===== config.mk =====
export PLATFORM = sky130hd
export DESIGN_NAME = exmem_skid_stage_reg_flat
export DESIGN_NICKNAME = d
export VERILOG_FILES = /design/src/rtl/exmem_skid_stage_reg_if.sv /design/src/rtl/exmem_skid_stage_reg.sv /design/src/flat_wrapper.sv
export SDC_FILE = /design/constraint.sdc
export NUM_CORES = 1
export LEC_CHECK = 0
export ABC_AREA = 1
export BUFFER_PORTS_ARGS = -buffer_cell sky130_fd_sc_hd__buf_2
export CAP_MARGIN = 5
export CORE_MARGIN = 1
export CORE_UTILIZATION = 40
export DETAILED_ROUTE_END_ITERATION = 10
export MAX_ROUTING_LAYER = met4
export PLACE_DENSITY_LB_ADDON = 0.25
export SYNTH_ARGS = -nofsm -noshare
export SYNTH_HDL_FRONTEND = slang
export SYNTH_SLANG_ARGS = --single-unit

===== constraint.sdc =====
create_clock -name clk -period 1.9 [get_ports clk]
set_input_delay 0.19 -clock clk [delete_from_list [all_inputs] [get_ports clk]]
set_output_delay 0.19 -clock clk [all_outputs]
set_load 0.02 [all_outputs]

===== src/rtl/exmem_skid_stage_reg_if.sv =====
// Handshake and payload bundle between the ALU stage, the EX/MEM skid register and the memory stage.
// The stage uses the slave modport; the upstream/downstream driver uses the master modport.
interface exmem_skid_stage_reg_if #(
  parameter int DATA_WIDTH = 32,
  parameter int DEST_WIDTH = 4,
  parameter int CNT_WIDTH  = 16
);
  logic                  flush;
  logic                  in_valid;
  logic                  in_ready;
  logic                  wb_en_in;
  logic                  mem_r_en_in;
  logic                  mem_w_en_in;
  logic [DATA_WIDTH-1:0] alu_result_in;
  logic [DATA_WIDTH-1:0] val_rm_in;
  logic [DEST_WIDTH-1:0] dest_in;
  logic                  out_valid;
  logic                  out_ready;
  logic                  wb_en;
  logic                  mem_r_en;
  logic                  mem_w_en;
  logic [DATA_WIDTH-1:0] alu_result;
  logic [DATA_WIDTH-1:0] val_rm;
  logic [DEST_WIDTH-1:0] dest;
  logic [1:0]            occupancy;
  logic [CNT_WIDTH-1:0]  stall_count;

  modport slave (
    input  flush, in_valid, wb_en_in, mem_r_en_in, mem_w_en_in,
           alu_result_in, val_rm_in, dest_in, out_ready,
    output in_ready, out_valid, wb_en, mem_r_en, mem_w_en,
           alu_result, val_rm, dest, occupancy, stall_count
  );

  modport master (
    output flush, in_valid, wb_en_in, mem_r_en_in, mem_w_en_in,
           alu_result_in, val_rm_in, dest_in, out_ready,
    input  in_ready, out_valid, wb_en, mem_r_en, mem_w_en,
           alu_result, val_rm, dest, occupancy, stall_count
  );
endinterface


===== src/rtl/exmem_skid_stage_reg.sv =====
// EX/MEM pipeline register with a two-entry skid buffer, flush squash and a saturating stall counter.
// Handshake: a transfer happens on a rising edge where valid and ready are both 1; valid never waits on ready.
module exmem_skid_stage_reg #(
  parameter int DATA_WIDTH = 32,
  parameter int DEST_WIDTH = 4,
  parameter int CNT_WIDTH  = 16
) (
  input  logic                          clk,
  input  logic                          rst,
  exmem_skid_stage_reg_if.slave         bus
);
  // Payload packing, low to high: alu_result, val_rm, dest, mem_w_en, mem_r_en, wb_en.
  localparam int PW = 3 + 2 * DATA_WIDTH + DEST_WIDTH;

  // Encoding equals the number of held entries, so occupancy is the state itself.
  typedef enum logic [1:0] {
    EMPTY = 2'd0,
    BUSY  = 2'd1,
    FULL  = 2'd2
  } state_t;

  state_t               state, state_nxt;
  logic [PW-1:0]        main_q, skid_q, in_payload;
  logic [CNT_WIDTH-1:0] stall_q;
  logic                 in_ready, out_valid, in_fire, out_fire;
  logic                 load_main_in, load_main_skid, load_skid;

  assign in_payload = {bus.wb_en_in, bus.mem_r_en_in, bus.mem_w_en_in,
                       bus.dest_in, bus.val_rm_in, bus.alu_result_in};

  assign in_ready  = (state != FULL);
  assign out_valid = (state != EMPTY);
  assign in_fire   = bus.in_valid & in_ready & ~bus.flush;
  assign out_fire  = out_valid & bus.out_ready;

  always_comb begin
    state_nxt      = state;
    load_main_in   = 1'b0;
    load_main_skid = 1'b0;
    load_skid      = 1'b0;
    if (bus.flush) begin
      state_nxt = EMPTY;
    end else begin
      case (state)
        EMPTY: if (in_fire) begin
          load_main_in = 1'b1;
          state_nxt    = BUSY;
        end
        BUSY: begin
          if (in_fire && out_fire) begin
            load_main_in = 1'b1;
          end else if (in_fire) begin
            load_skid = 1'b1;
            state_nxt = FULL;
          end else if (out_fire) begin
            state_nxt = EMPTY;
          end
        end
        FULL: if (out_fire) begin
          load_main_skid = 1'b1;
          state_nxt      = BUSY;
        end
        default: state_nxt = EMPTY;
      endcase
    end
  end

  always_ff @(posedge clk) begin
    if (rst) begin
      state   <= EMPTY;
      main_q  <= '0;
      skid_q  <= '0;
      stall_q <= '0;
    end else begin
      state <= state_nxt;
      if (load_main_in) begin
        main_q <= in_payload;
      end else if (load_main_skid) begin
        main_q <= skid_q;
      end
      if (load_skid) begin
        skid_q <= in_payload;
      end
      if (out_valid && !bus.out_ready && (stall_q != {CNT_WIDTH{1'b1}})) begin
        stall_q <= stall_q + CNT_WIDTH'(1);
      end
    end
  end

  // Stale payload may sit in main_q when empty; only the write-enables need gating.
  assign bus.in_ready    = in_ready;
  assign bus.out_valid   = out_valid;
  assign bus.wb_en       = out_valid & main_q[PW-1];
  assign bus.mem_r_en    = out_valid & main_q[PW-2];
  assign bus.mem_w_en    = out_valid & main_q[PW-3];
  assign bus.dest        = main_q[2*DATA_WIDTH +: DEST_WIDTH];
  assign bus.val_rm      = main_q[DATA_WIDTH +: DATA_WIDTH];
  assign bus.alu_result  = main_q[0 +: DATA_WIDTH];
  assign bus.occupancy   = state;
  assign bus.stall_count = stall_q;
endmodule


===== src/flat_wrapper.sv =====
// flat-port wrapper written by rule: the top's interface ports become plain ports
module exmem_skid_stage_reg_flat 
#(
  parameter int DATA_WIDTH = 32,
  parameter int DEST_WIDTH = 4,
  parameter int CNT_WIDTH  = 16
)
  (clk, rst, bus_flush, bus_in_valid, bus_wb_en_in, bus_mem_r_en_in, bus_mem_w_en_in, bus_alu_result_in, bus_val_rm_in, bus_dest_in, bus_out_ready, bus_in_ready, bus_out_valid, bus_wb_en, bus_mem_r_en, bus_mem_w_en, bus_alu_result, bus_val_rm, bus_dest, bus_occupancy, bus_stall_count);
  exmem_skid_stage_reg_if #(.DATA_WIDTH(DATA_WIDTH), .DEST_WIDTH(DEST_WIDTH), .CNT_WIDTH(CNT_WIDTH)) bus_i ();
  input  logic clk;
  input  logic rst;
  input wire logic [$bits(bus_i.flush)-1:0] bus_flush;
  input wire logic [$bits(bus_i.in_valid)-1:0] bus_in_valid;
  input wire logic [$bits(bus_i.wb_en_in)-1:0] bus_wb_en_in;
  input wire logic [$bits(bus_i.mem_r_en_in)-1:0] bus_mem_r_en_in;
  input wire logic [$bits(bus_i.mem_w_en_in)-1:0] bus_mem_w_en_in;
  input wire logic [$bits(bus_i.alu_result_in)-1:0] bus_alu_result_in;
  input wire logic [$bits(bus_i.val_rm_in)-1:0] bus_val_rm_in;
  input wire logic [$bits(bus_i.dest_in)-1:0] bus_dest_in;
  input wire logic [$bits(bus_i.out_ready)-1:0] bus_out_ready;
  output wire logic [$bits(bus_i.in_ready)-1:0] bus_in_ready;
  output wire logic [$bits(bus_i.out_valid)-1:0] bus_out_valid;
  output wire logic [$bits(bus_i.wb_en)-1:0] bus_wb_en;
  output wire logic [$bits(bus_i.mem_r_en)-1:0] bus_mem_r_en;
  output wire logic [$bits(bus_i.mem_w_en)-1:0] bus_mem_w_en;
  output wire logic [$bits(bus_i.alu_result)-1:0] bus_alu_result;
  output wire logic [$bits(bus_i.val_rm)-1:0] bus_val_rm;
  output wire logic [$bits(bus_i.dest)-1:0] bus_dest;
  output wire logic [$bits(bus_i.occupancy)-1:0] bus_occupancy;
  output wire logic [$bits(bus_i.stall_count)-1:0] bus_stall_count;
  assign bus_i.flush = bus_flush;
  assign bus_i.in_valid = bus_in_valid;
  assign bus_i.wb_en_in = bus_wb_en_in;
  assign bus_i.mem_r_en_in = bus_mem_r_en_in;
  assign bus_i.mem_w_en_in = bus_mem_w_en_in;
  assign bus_i.alu_result_in = bus_alu_result_in;
  assign bus_i.val_rm_in = bus_val_rm_in;
  assign bus_i.dest_in = bus_dest_in;
  assign bus_i.out_ready = bus_out_ready;
  assign bus_in_ready = bus_i.in_ready;
  assign bus_out_valid = bus_i.out_valid;
  assign bus_wb_en = bus_i.wb_en;
  assign bus_mem_r_en = bus_i.mem_r_en;
  assign bus_mem_w_en = bus_i.mem_w_en;
  assign bus_alu_result = bus_i.alu_result;
  assign bus_val_rm = bus_i.val_rm;
  assign bus_dest = bus_i.dest;
  assign bus_occupancy = bus_i.occupancy;
  assign bus_stall_count = bus_i.stall_count;
  exmem_skid_stage_reg #(.DATA_WIDTH(DATA_WIDTH), .DEST_WIDTH(DEST_WIDTH), .CNT_WIDTH(CNT_WIDTH)) u_core (.clk(clk), .rst(rst), .bus(bus_i));
endmodule

==> impl_metrics.yaml <==
outcome:
  status: "finished clean"
critical_path:
  critPathSlowestCell: "nor2_1"
  path_class: "flop to output pin"
  r2r_setup_slack_ns: 0.34
  crit_top_cell: "nor2_1"
  worstPathRequired_ns: 1.71
  critPathMaxFanout: 5
  rr_worst_depth: 8
  cpPeakStageDelay_ns: 0.39
  reg2reg_to: "u_core.bus.stall_count[10]"
  cp_cell_sequence: "nor2_1 -> nor2_1 -> buf_2"
  start_kind: "flop"
  critPathArrivalTime_ns: 1.44
  r2r-start: "u_core.bus.stall_count[1]"
  end_kind: "output pin"
min_path:
  min-delay-start: "bus_alu_result_in[3]"
  min_path_cells: 3
  worstHoldPathType: "primary input to flop"
  hold_end: "u_core.skid_q[3]"
yosys:
  syn-num-nets: 1018
  yosysUniqueCellTypes: 23
  synth.area.top_cells: "dfxtp_1 (47%), nand2_1 (12%), nor2_1 (7.9%), buf_4 (7.6%), o21ai_0 (6.2%)"
  synth_top_area_cell: "dfxtp_1"
  postSynthAreaPerCell_um2: 7.284
  yosysSeqAreaShare_pct: 46.73
  ys_ff_latch: 160
  synth.top_cell.area_share_pct: 46.73
  yosysWarnings: 0
  syn_inst: 941
  syn_area_mm2: 0.006854
clocking:
  holdBufCountCts: 0
  clk_pin_slew_ns: 0.06
  postCtsSetupRepairBufs: 0
  cts.sinks: 160
  cts_resized: 0
  cts_made_buffers: 17
  cts_tree: "yes"
  clock_path_buffers: 2
  cts_root_buf: "clkbuf_16"
  cts-htree-levels: 4
  clock_latency_ns: 0.42
global_routing:
  grt_max_degree: 86
  grt_overflow: 0
  antenna_found_initial: 1
  grtUsageTotal_pct: 20.21
  grt_pass1_wl_mm: 27.73
  grt_pass1_vias: 5602
final_layout:
  final_common_cell: "nand2_1"
  area.growth.synth_to_final_pct: 19.93
  most-common-layout-cells: "nand2_1 (221), buf_2 (165), dfxtp_1 (160)"
  drive_gt1_share_pct: 22.55
  nNetsFinal: 1107
  fillers: 1728
  final_util_pct: 49.39
flow_run:
  drv_cap: 0
placement:
  finalWeightedCongestion: 0.7748
  place.port_buffers: 166
  dp_hpwl_mm: 10.97
  dp_slack_ns: 0.3408
floorplan:
  die_w_um: 132.9
  fp-row-count: 47
  io_pins: 167
  die_area_mm2: 0.01766
  start_util_pct: 41.18
  core_area_mm2: 0.01664
  die_h_um: 132.9
timing:
  worstMarginPinSlew_ns: 0.5177
  slew_violations: 0
  slew-limit-headroom_pct: 65.43
  setup_ws_ns: 0.2681
  holdWs_ns: 0.03958
  setup_tns_ns: 0
  min_period_ns: 1.632
  period_share_pct: 85.89
  fin_skew_ns: 0.01441
  fmax_ghz: 0.6128
  setup_viol: 0
  grt_setup_unrepaired: "no"
  final_hold_viol_count: 0
drt:
  ant_nets: 0
  drc: 0
  drt_iter0_drc: 318
  routed-via-count: 6030
  viasPerCell: 4.774
  post_drt_wl_per_cell_um: 13.35
  routed_wl_mm: 16.86
  dr.pass1.iters: 4
pwr:
  leakage_nw: 3.341
  p_per_area_mw_per_mm2: 988.0
  peakVddDrop_mv: 0.6109
==> per-stage QoR <==
step	power (W)	cells	instance area, um2
finish	0.008122	1263	8220
global route	0.008408	1263	8220
CTS	0.008208	1262	8218
detailed placement	0.004180	1231	7520
global placement	0.004179	1231	7520
floorplan	0.003994	941	6854
==> worst max-delay path by stage <==
stage	start	endpoint	slack [ns]	depth (start not counted)
6_report	u_core.bus.occupancy[0]	bus_wb_en	0.27	3
5_1_grt	u_core.bus.stall_count[1]	u_core.bus.stall_count[10]	0.16	8
4_1_cts	u_core.bus.occupancy[0]	bus_wb_en	0.27	3
3_5_place_dp	u_core.bus.stall_count[1]	u_core.bus.stall_count[10]	0.34	8
3_3_place_gp	bus_flush	u_core.main_q[43]	0.33	9
2_1_floorplan	u_core.bus.stall_count[0]	u_core.bus.stall_count[0]	0.08	9
==> critical path: cells and delay by family, from the launching register on <==
| family | cells | cell delay (ns) |
|---|---|---|
| AND/OR/NAND/NOR | 2 | 0.50 |
| flip-flops | 1 | 0.35 |
| buffers and inverters | 1 | 0.18 |
==> routing by layer <==
layer,part of all wire [%],global-route usage (%),vias up
met5,0,-,-
met4,0.57,6.641,0
met3,5.7,4.713,8
met2,46,31.59,147
met1,48,25.60,2716
li1,-,-,3159
==> cell families (layout without fill, tap and decap cells) <==
group | after synthesis | after routing | synth area share [%]
DFF | 160 | 160 | 46.73
xor gates and xnor gates | 6 | 6 | 0.7668
other | 0 | 1 | 0
AOI/OAI and AO/OA | 221 | 221 | 17.09
and+or+nand+nor | 381 | 381 | 21.69
buffers and inverters | 172 | 273 | 13.55
adders and majority gates | 1 | 1 | 0.1825
==> final cells by class <==
cell class                 instances  area (um2)  area share (%)
multi-input combinational        609        2725           33.15
timing repair buffer             192        1129           13.73
sequential                       160        3203           38.96
antenna                            1       2.502         0.03044
inverter                          50       187.7           2.283
clock buffer                      18       439.2           5.342
tap                              220       275.3           3.349
clock inverter                    13       259.0           3.151
==> synth_stat cells, drive strengths merged <==
cell type	n
nand2	222
dfxtp	160
nor2	147
o21ai	107
buf	90
a21oi	69
inv	49
a31oi	44
clkbuf	32
nand4	6
nand3	5
xnor2	3
xor2	3
clkinv	1
ha	1
nor3	1
o221a	1
==> sequential cells by signal, summed over array words and instances, names as in the netlist <==
register / flops
u_core.bus.occupancy: 2
u_core.bus.stall_count: 16
u_core.main_q: 71
u_core.skid_q: 71
==> report_power, final <==
group / switching, W / leakage, nW / internal (W)
Sequential: 0.0000440 / 1.30 / 0.00344
Clock: 0.00138 / 0.341 / 0.00264
Combinational: 0.000389 / 1.70 / 0.000226
Total: 0.00182 / 3.34 / 0.00630
No activity file was read; power rests on OpenSTA's default activity.
